--- config.mk ---
export PLATFORM = sky130hd
export DESIGN_NAME = traffic_monitor
export DESIGN_NICKNAME = d
export VERILOG_FILES = /design/src/rtl/traffic_pkg.sv /design/src/rtl/lamp_decode.sv /design/src/rtl/traffic_monitor.sv
export SDC_FILE = /design/constraint.sdc
export NUM_CORES = 1
export LEC_CHECK = 0
export ABC_AREA = 1
export CAP_MARGIN = 20
export CORE_ASPECT_RATIO = 0.75
export CORE_UTILIZATION = 53
export CTS_BUF_LIST = sky130_fd_sc_hd__clkbuf_2
export DETAILED_ROUTE_END_ITERATION = 6
export PLACE_DENSITY = 0.8
export SYNTH_ARGS = -nofsm -noshare
export SYNTH_HDL_FRONTEND = slang
export SYNTH_SLANG_ARGS = --single-unit
--- constraint.sdc ---
create_clock -name clk -period 2.6 [get_ports clk]
set_input_delay 0.78 -clock clk [delete_from_list [all_inputs] [get_ports clk]]
set_output_delay 0.78 -clock clk [all_outputs]
set_load 0.005 [all_outputs]
--- src/rtl/traffic_pkg.sv ---
// Shared constants for the traffic-light controller and its protocol monitor:
// lamp codes, phase encodings, fault codes and the monitor state type.
package traffic_pkg;

  localparam logic [3:0] LAMP_G = 4'b0001;
  localparam logic [3:0] LAMP_Y = 4'b0010;
  localparam logic [3:0] LAMP_R = 4'b0100;

  localparam logic [1:0] PH_NS_GREEN  = 2'd0;
  localparam logic [1:0] PH_NS_YELLOW = 2'd1;
  localparam logic [1:0] PH_EW_GREEN  = 2'd2;
  localparam logic [1:0] PH_EW_YELLOW = 2'd3;

  localparam logic [2:0] FC_NONE         = 3'd0;
  localparam logic [2:0] FC_INVALID      = 3'd1;
  localparam logic [2:0] FC_CONFLICT     = 3'd2;
  localparam logic [2:0] FC_ALL_RED      = 3'd3;
  localparam logic [2:0] FC_SEQUENCE     = 3'd4;
  localparam logic [2:0] FC_SHORT_GREEN  = 3'd5;
  localparam logic [2:0] FC_SHORT_YELLOW = 3'd6;
  localparam logic [2:0] FC_LONG_YELLOW  = 3'd7;

  typedef enum logic [1:0] {
    MON_UNSYNC = 2'd0,
    MON_TRACK  = 2'd1,
    MON_FAULT  = 2'd2
  } mon_state_t;

  typedef struct packed {
    logic g;
    logic y;
    logic r;
    logic inv;
  } lamp_dec_t;

  // Odd phase encodings are the yellow phases.
  function automatic logic is_yellow_phase(input logic [1:0] ph);
    return ph[0];
  endfunction

endpackage

--- src/rtl/lamp_decode.sv ---
// Decodes one direction's 4-bit lamp code into one-hot {G,Y,R,INV}.
// Any code other than exactly G, Y or R (bit 3 clear) is INV.
module lamp_decode
  import traffic_pkg::*;
(
  input  logic [3:0] code,
  output lamp_dec_t  dec
);

  always_comb begin
    dec = '0;
    case (code)
      LAMP_G:  dec.g   = 1'b1;
      LAMP_Y:  dec.y   = 1'b1;
      LAMP_R:  dec.r   = 1'b1;
      default: dec.inv = 1'b1;
    endcase
  end

endmodule

--- src/rtl/traffic_monitor.sv ---
// Safety/protocol monitor on the NS/EW lamp buses: decodes lamps into phases,
// tracks phase order and dwell times, and latches the first violation.
//
// state      | meaning
// MON_UNSYNC | waiting for the first legal phase to lock onto
// MON_TRACK  | locked; checking phase order and dwell limits
// MON_FAULT  | first fault latched; phase/cycles frozen until clr_fault
module traffic_monitor
  import traffic_pkg::*;
#(
  parameter int GMIN = 10000,
  parameter int YMIN = 1500,
  parameter int YMAX = 3000,
  parameter int CW   = 16
) (
  input  logic          clk,
  input  logic          rst,
  input  logic [3:0]    NS,
  input  logic [3:0]    EW,
  input  logic          clr_fault,
  output logic          fault,
  output logic [2:0]    fault_code,
  output logic [1:0]    phase,
  output logic          locked,
  output logic [CW-1:0] cycles
);

  localparam logic [CW-1:0] GMIN_C    = CW'(GMIN);
  localparam logic [CW-1:0] YMIN_C    = CW'(YMIN);
  localparam logic [CW-1:0] YMAX_C    = CW'(YMAX);
  localparam logic [CW-1:0] DWELL_MAX = {CW{1'b1}};

  mon_state_t    state;
  logic [CW-1:0] dwell;
  logic          first_phase;

  lamp_dec_t     ns_dec;
  lamp_dec_t     ew_dec;
  logic [2:0]    lamp_code;
  logic [2:0]    track_code;
  logic [1:0]    obs_phase;
  logic [1:0]    succ_phase;
  logic          min_met;

  lamp_decode u_ns_decode (
    .code (NS),
    .dec  (ns_dec)
  );

  lamp_decode u_ew_decode (
    .code (EW),
    .dec  (ew_dec)
  );

  // Lamp-level violations, highest priority first.
  always_comb begin
    lamp_code = FC_NONE;
    if (ns_dec.inv || ew_dec.inv) begin
      lamp_code = FC_INVALID;
    end else if (!ns_dec.r && !ew_dec.r) begin
      lamp_code = FC_CONFLICT;
    end else if (ns_dec.r && ew_dec.r) begin
      lamp_code = FC_ALL_RED;
    end
  end

  // Only meaningful when lamp_code is FC_NONE: exactly one side is red.
  always_comb begin
    obs_phase = PH_NS_GREEN;
    if (ns_dec.g) begin
      obs_phase = PH_NS_GREEN;
    end else if (ns_dec.y) begin
      obs_phase = PH_NS_YELLOW;
    end else if (ew_dec.g) begin
      obs_phase = PH_EW_GREEN;
    end else if (ew_dec.y) begin
      obs_phase = PH_EW_YELLOW;
    end
  end

  assign succ_phase = phase + 2'd1;
  assign min_met    = is_yellow_phase(phase) ? (dwell >= YMIN_C) : (dwell >= GMIN_C);

  always_comb begin
    track_code = lamp_code;
    if (lamp_code == FC_NONE) begin
      if (obs_phase == phase) begin
        if (is_yellow_phase(phase) && (dwell == YMAX_C)) begin
          track_code = FC_LONG_YELLOW;
        end
      end else if (obs_phase == succ_phase) begin
        // The phase seen at sync is partial, so its minimum is not enforced.
        if (!first_phase && !min_met) begin
          track_code = is_yellow_phase(phase) ? FC_SHORT_YELLOW : FC_SHORT_GREEN;
        end
      end else begin
        track_code = FC_SEQUENCE;
      end
    end
  end

  always_ff @(posedge clk) begin
    if (!rst) begin
      state       <= MON_UNSYNC;
      fault       <= 1'b0;
      fault_code  <= FC_NONE;
      phase       <= PH_NS_GREEN;
      locked      <= 1'b0;
      cycles      <= '0;
      dwell       <= '0;
      first_phase <= 1'b0;
    end else begin
      case (state)
        MON_UNSYNC: begin
          if (lamp_code != FC_NONE) begin
            state      <= MON_FAULT;
            fault      <= 1'b1;
            fault_code <= lamp_code;
            locked     <= 1'b0;
          end else begin
            state       <= MON_TRACK;
            phase       <= obs_phase;
            dwell       <= CW'(1);
            first_phase <= 1'b1;
            locked      <= 1'b1;
          end
        end
        MON_TRACK: begin
          if (track_code != FC_NONE) begin
            state      <= MON_FAULT;
            fault      <= 1'b1;
            fault_code <= track_code;
            locked     <= 1'b0;
          end else if (obs_phase == phase) begin
            if (dwell != DWELL_MAX) begin
              dwell <= dwell + CW'(1);
            end
          end else begin
            phase       <= succ_phase;
            dwell       <= CW'(1);
            first_phase <= 1'b0;
            if (succ_phase == PH_NS_GREEN) begin
              cycles <= cycles + CW'(1);
            end
          end
        end
        MON_FAULT: begin
          if (clr_fault) begin
            state      <= MON_UNSYNC;
            fault      <= 1'b0;
            fault_code <= FC_NONE;
          end
        end
        default: begin
          state  <= MON_UNSYNC;
          locked <= 1'b0;
        end
      endcase
    end
  end

endmodule

* Word level (Yosys, flattened, before mapping)
Cells that the tools add are included. Widths: inputs -> output; s select.
Storage, ports and cells: output and inout port bits 23, input port bits 11, word-level logic and storage cells 109, register bits 42
Operators by class: add/subtract/negate cells 3, mux-type cells 50, bitwise logic cells 3, equality and inequality tests 19, magnitude comparators 2, reductions and logical operators 24
Operators by type and width (count):
- $mux 16 | 4
- $add 16x1->16 const B | 2
- $pmux 16 s2 | 1
- $mux 2 | 14
- $mux 3 | 8
- $mux 1 | 17
- $eq 16x12->1 const B | 1
- $ge 16x11->1 const B | 1
- $ge 16x14->1 const B | 1
- $ne 16x16->1 const B | 1
- $reduce_and 4->1 | 4
- $ne 2x2->1 const B | 6
- $pmux 3 s3 | 1
- $reduce_bool 3->1 | 3
- $eq 4x1->1 const B | 2
- $eq 4x2->1 const B | 2
- $eq 4x3->1 const B | 2
- $pmux 1 s3 | 2
- $pmux 2 s3 | 1
- $reduce_or 3->1 | 2
- $eq 2x2->1 | 2
- $logic_and 1x1->1 | 4
- $logic_not 1->1 | 4
- $logic_not 2->1 | 2
- 11 further kinds | 14

* Longest topological paths before layout
word-level depth 13, depth in mapped cells 20, depth with buffers taken out 19

* Hierarchy
A second synthesis with hierarchy kept.
Second synthesis, totals: cell total of the unflattened synthesis 520, area, all modules 3304.4 um^2
Modules (own cells, without submodules):
- traffic_monitor | area each 3166.8 um^2, instances 1, cells each 490, sequential area each 840.8 um^2
- lamp_decode | area each 68.8 um^2, instances 2, cells each 15, sequential area each 0.0 um^2

* Least setup slack after synthesis
OpenSTA, ideal clock, no wires.
path type in2reg, start in NS[0], end reg dwell[9], path buffers 1, library setup time 0.113 ns, setup slack 0.094 ns, cell stages on the path 17, required time 2.487 ns, data arrival time 2.393 ns, cell sequence inv_1 > nand4_1 > inv_1 > ha_1 > inv_1 > nor2_4 > nand2_1 > inv_2 > nand2_2 > nand2_4 > nor2_8 > nand2_4 > nand2_8 > nand3_4 > buf_6 > nor2_1 > nor2_1
On the way: word-level cells in the longest chain between the ends 13, elaborated cells on any way between the ends 34, those cells by class eq/ne: 8; mux: 17; reduce/logical: 9
Ends and longest elaborated chain:
- start, declared | RTL line traffic_monitor.sv:18 | input logic [3:0] NS,
- $eq 4x3->1 | RTL line lamp_decode.sv:12 | case (code)
- $mux 1 | RTL line lamp_decode.sv:12
- $logic_and 1x1->1 or $logic_not 1->1 (tied branches) | RTL line traffic_monitor.sv:62, traffic_monitor.sv:60
- $mux 2 or $logic_and 1x1->1 (tied branches) | RTL line traffic_monitor.sv:62, traffic_monitor.sv:60
- $mux 2 | RTL line traffic_monitor.sv:60 | end else if (!ns_dec.r && !ew_dec.r) begin
- $mux 2 | RTL line traffic_monitor.sv:58 | if (ns_dec.inv || ew_dec.inv) begin
- $mux 3 | RTL line traffic_monitor.sv:93 | if (!first_phase && !min_met) begin
- $mux 3 | RTL line traffic_monitor.sv:91 | end else if (obs_phase == succ_phase) begin
- $mux 3 | RTL line traffic_monitor.sv:87 | if (obs_phase == phase) begin
- $mux 3 | RTL line traffic_monitor.sv:86 | if (lamp_code == FC_NONE) begin
- $reduce_bool 3->1 | RTL line traffic_monitor.sv:129 | if (track_code != FC_NONE) begin
- $ne 2x2->1 (no source line)
- $reduce_and 4->1 (no source line)
- end signal, assigned | RTL line traffic_monitor.sv:136 | dwell <= dwell + CW'(1);
- end, declared | RTL line traffic_monitor.sv:34 | logic [CW-1:0] dwell;
Several ways; a longest one is shown, not always the timed one. The select of a mux whose other input is x is not followed. A chain may end at the register's enable or synchronous reset.

* Worst setup path after layout
start in EW[1], end reg cycles[4]
On the way: word-level cells in the longest chain between the ends 13, elaborated cells on any way between the ends 31, those cells by class eq/ne: 5; mux: 16; bitwise: 2; reduce/logical: 8
Ends and longest elaborated chain:
- start, declared | RTL line traffic_monitor.sv:19 | input logic [3:0] EW,
- $eq 4x2->1 or $eq 4x3->1 (tied branches) | RTL line lamp_decode.sv:12
- $mux 1 | RTL line lamp_decode.sv:12
- $mux 2 (tied with other cells) | RTL line traffic_monitor.sv:76 | end else if (ew_dec.y) begin
- $mux 2 (tied with other cells) | RTL line traffic_monitor.sv:74 | end else if (ew_dec.g) begin
- $mux 2 (on tied branches) | RTL line traffic_monitor.sv:72, traffic_monitor.sv:60
- $mux 2 (on tied branches) | RTL line traffic_monitor.sv:70, traffic_monitor.sv:58
- $eq 2x2->1 or $mux 3 (tied branches) | RTL line traffic_monitor.sv:91, traffic_monitor.sv:93
- $mux 3 | RTL line traffic_monitor.sv:91
- $mux 3 | RTL line traffic_monitor.sv:87
- $mux 3 | RTL line traffic_monitor.sv:86
- $reduce_bool 3->1 | RTL line traffic_monitor.sv:129
- $not 1->1 (no source line)
- $reduce_and 4->1 (no source line) *
- end signal, assigned | RTL line traffic_monitor.sv:143 | cycles <= cycles + CW'(1);
- end, declared | RTL line traffic_monitor.sv:25 | output logic [CW-1:0] cycles
Mark *: on every way between the ends. The rest lies on a longest branch, timed or not.

==> flow_summary.json <==
{
  "dpl.cell_count": 621,
  "rrSetupSlack_ns": 0.38,
  "crit_path_max_fanout": 4,
  "die_y_um": 68.0,
  "setup_viol": 0,
  "ant_nets": 0,
  "dp_hpwl_um": 6170,
  "start_util_pct": 56.3,
  "fp-row-count": 23,
  "status": "finished, final reports clean",
  "synthMuxAreaShare_pct": 0,
  "ys_ff_latch": 42,
  "core-area_um2": 5470,
  "holdBufCountCts": 0,
  "rr_endpoint": "dwell[1]",
  "synth-compound-area-share_pct": 9.14,
  "synth_largest_area_cell": "dfxtp_1",
  "cts.path.max_buffers": 2,
  "routed_wl_um": 8360,
  "cts_sinks": 42,
  "crit_type": "input port to register",
  "cp-startpoint": "EW[1]",
  "hold_depth": 2,
  "cts_buffers": 5,
  "tightest_slew_ns": 0.503,
  "vias": 3391,
  "p_leak_nw": 1.74,
  "pwr_density_cell_nw_per_um2": 424,
  "dr.pass1.iters": 5,
  "cts_tree": "built",
  "nets": 574,
  "slowest_stage": "clkdlybuf4s50_1",
  "grt_max_degree": 18,
  "reg2reg_depth": 14,
  "synth_top_family_by_area": "simple AND/OR/NAND/NOR gates",
  "hold_path.class": "register to register",
  "instances_no_fill": 631,
  "syn-num-nets": 512,
  "portBuffers": 33,
  "clk_pin_slew_ns": 0.23,
  "synth_cell_types": 35,
  "die_w_um": 90.0,
  "n_antenna_cell": 0,
  "yosys_warnings": 0,
  "min_period_over_period_pct": 96.7,
  "min-delay-start": "fault_code[0]",
  "vdd_drop_max_mv": 0.261,
  "layout_commonest_cell": "nand2_1",
  "cpPeakStageDelay_ns": 0.47,
  "setup_tns_ns": 0,
  "root_buffer": "clkbuf_2",
  "synthDominantCellAreaShare_pct": 27.3,
  "r2r_start": "dwell[1]",
  "required_ns": 2.99,
  "synth.area.top_cells": "dfxtp_1 (27%), nand2_1 (14%), inv_1 (7.9%)",
  "gp_congestion": 0.946,
  "synthesis.area_um2": 3080,
  "crit_cells": 19,
  "final_max_slew_viol_count": 0,
  "grt_pass1_wl_um": 13200,
  "layout_common_cells": "nand2_1 (108), inv_1 (63), nor2_1 (54), dfxtp_1 (42), nand4_1 (35)",
  "pin_count": 34,
  "cts-htree-levels": 2,
  "grt_setup_unrepaired": "no",
  "cts_setup_buffers": 0,
  "hold_violations": 0,
  "drtIter0Drc": 251,
  "grt_pass1_vias": 2852,
  "ys_seq_area_share_pct": 27.3,
  "cp_data_arrival_time_ns": 2.90,
  "area_growth_pct": 24.1,
  "maxCapViolations": 0,
  "cp_cell_sequence": "clkdlybuf4s50_1 > inv_2 > nor2_2 > nand2_1 > nand2_2 > nand2_2 > nand2_1 > nand2_2 > nor2_1 > nand2_1 > nand3_2 > nand2_4 > nor2_8 > nand2_4 > inv_1 > nand3_1 > nand2_1 > nand2_1 > nor2_1",
  "crit_buf_inv": 3,
  "antenna_found_initial": 0,
  "placed_cell_area_um2": 3680,
  "crit_top_cell": "nand2_1",
  "synthAdderAreaFrac_pct": 3.25,
  "synth-xor-area-share_pct": 1.99,
  "hold_end": "fault_code[0]",
  "cp-start-kind": "input port",
  "via_per_inst": 5.37,
  "die_area_um2": 6120,
  "drc": 0,
  "skew_ns": 0.0196,
  "clk_latency_ns": 0.44,
  "grt_use_total_pct": 27.0,
  "post_drt_wl_per_cell_um": 13.2,
  "cp_top_family": "simple AND/OR/NAND/NOR gates",
  "cp-end-kind": "register",
  "yosys.area_share.simple_pct": 47.1,
  "timing.fmax_ghz": 0.398,
  "syn-instance-count": 493,
  "period_minus_slack_ns": 2.52,
  "drive_gt1_share_pct": 17.6,
  "syn_avg_cell_area_um2": 6.25,
  "slew_headroom_pct": 66.4,
  "grt_overflow": 0,
  "final_cell_area_um2": 3820
}
==> flip-flops by register name (all words and copies together), names as in the netlist <==
name	cells
state	2
cycles	16
locked	1
dwell	16
fault_code	3
fault	1
first_phase	1
phase	2
==> per-stage QoR <==
stage	setup slack, ns	hold WS, ns	total power [mW]	util, %
after floorplan	0.0939	0.452	1.13	-
after global placement	-0.384	0.455	1.27	67.4
after detailed placement	-0.505	0.469	1.29	67.4
after CTS	0.0318	0.494	1.60	68.4
after global routing	0.0108	0.533	1.73	69.9
final	0.0848	0.499	1.62	69.9
==> Yosys cell counts (all sizes together) <==
| library cell | number |
|---|---|
| a22oi | 1 |
| clkbuf | 7 |
| inv | 77 |
| or2 | 1 |
| nor3 | 12 |
| a31oi | 2 |
| nand4 | 35 |
| o211ai | 1 |
| nor4 | 5 |
| nor3b | 1 |
| ha | 8 |
| nor2 | 63 |
| xnor2 | 3 |
| buf | 4 |
| nand3b | 4 |
| nand2 | 133 |
| a21oi | 30 |
| clkinv | 1 |
| xor2 | 4 |
| dfxtp | 42 |
| nand3 | 39 |
| o21ai | 20 |
==> worst reg2reg max path: stages, from the launching register on <==
cell	delay (ns)
dfxtp_1	0.42
ha_1	0.18
inv_1	0.07
nor2_1	0.15
nand3_1	0.17
nor2_1	0.17
nand4_1	0.14
nor2_1	0.11
nand2_1	0.07
inv_1	0.09
nand3_2	0.18
buf_4	0.21
nand4_1	0.09
nand2_1	0.06
nor2_1	0.08
==> how the worst max path moves through the flow <==
stage	endpoint	slack (ns)
after detailed placement	dwell[0]	-0.51
after global routing	dwell[4]	0.01
after floorplan	dwell[9]	0.09
after CTS	dwell[15]	0.03
after global placement	dwell[15]	-0.38
final	cycles[4]	0.08
==> layer usage <==
layer | global-route usage, % | routed length [um] | share of wire [%] | up-vias
met1 | 37.2 | 4020 | 48 | 1501
li1 | - | - | - | 1731
met5 | 0 | 0 | 0 | -
met3 | 4.78 | 645 | 7.7 | 14
met4 | 7.46 | 97 | 1.2 | 0
met2 | 43.8 | 3590 | 43 | 145
==> cells by family after synthesis <==
family,count (synthesis)
AOI/OAI and AO/OA,54
xor gates and xnor gates,7
adders and majority gates,8
buffers and inverters,89
DFF,42
and+or+nand+nor,293
==> power by group <==
part | leakage, nW | total [mW] | switching, mW | internal, mW
Sequential | 0.342 | 0.747 | 0.0502 | 0.697
Clock | 0.0289 | 0.308 | 0.242 | 0.0661
Combinational | 1.37 | 0.564 | 0.352 | 0.212
Total | 1.74 | 1.62 | 0.645 | 0.975
==> area by class of cell <==
type / count / area [um^2]
repair buffers: 64 / 588
inverters: 78 / 293
flip-flops and latches: 42 / 841
fillers: 486 / 1650
multi-input cells: 364 / 1960
clock buffers: 5 / 25.0
well taps: 75 / 93.8
clock inverters: 3 / 21.3
==> repair_timing <==
item	CTS	global route
pin swaps	0	10
setup endpoints to repair	8	35
hold endpoints to repair	0	0
gates resized for setup	0	24
cloned	1	1
Power figures use the tool's default switching activity.
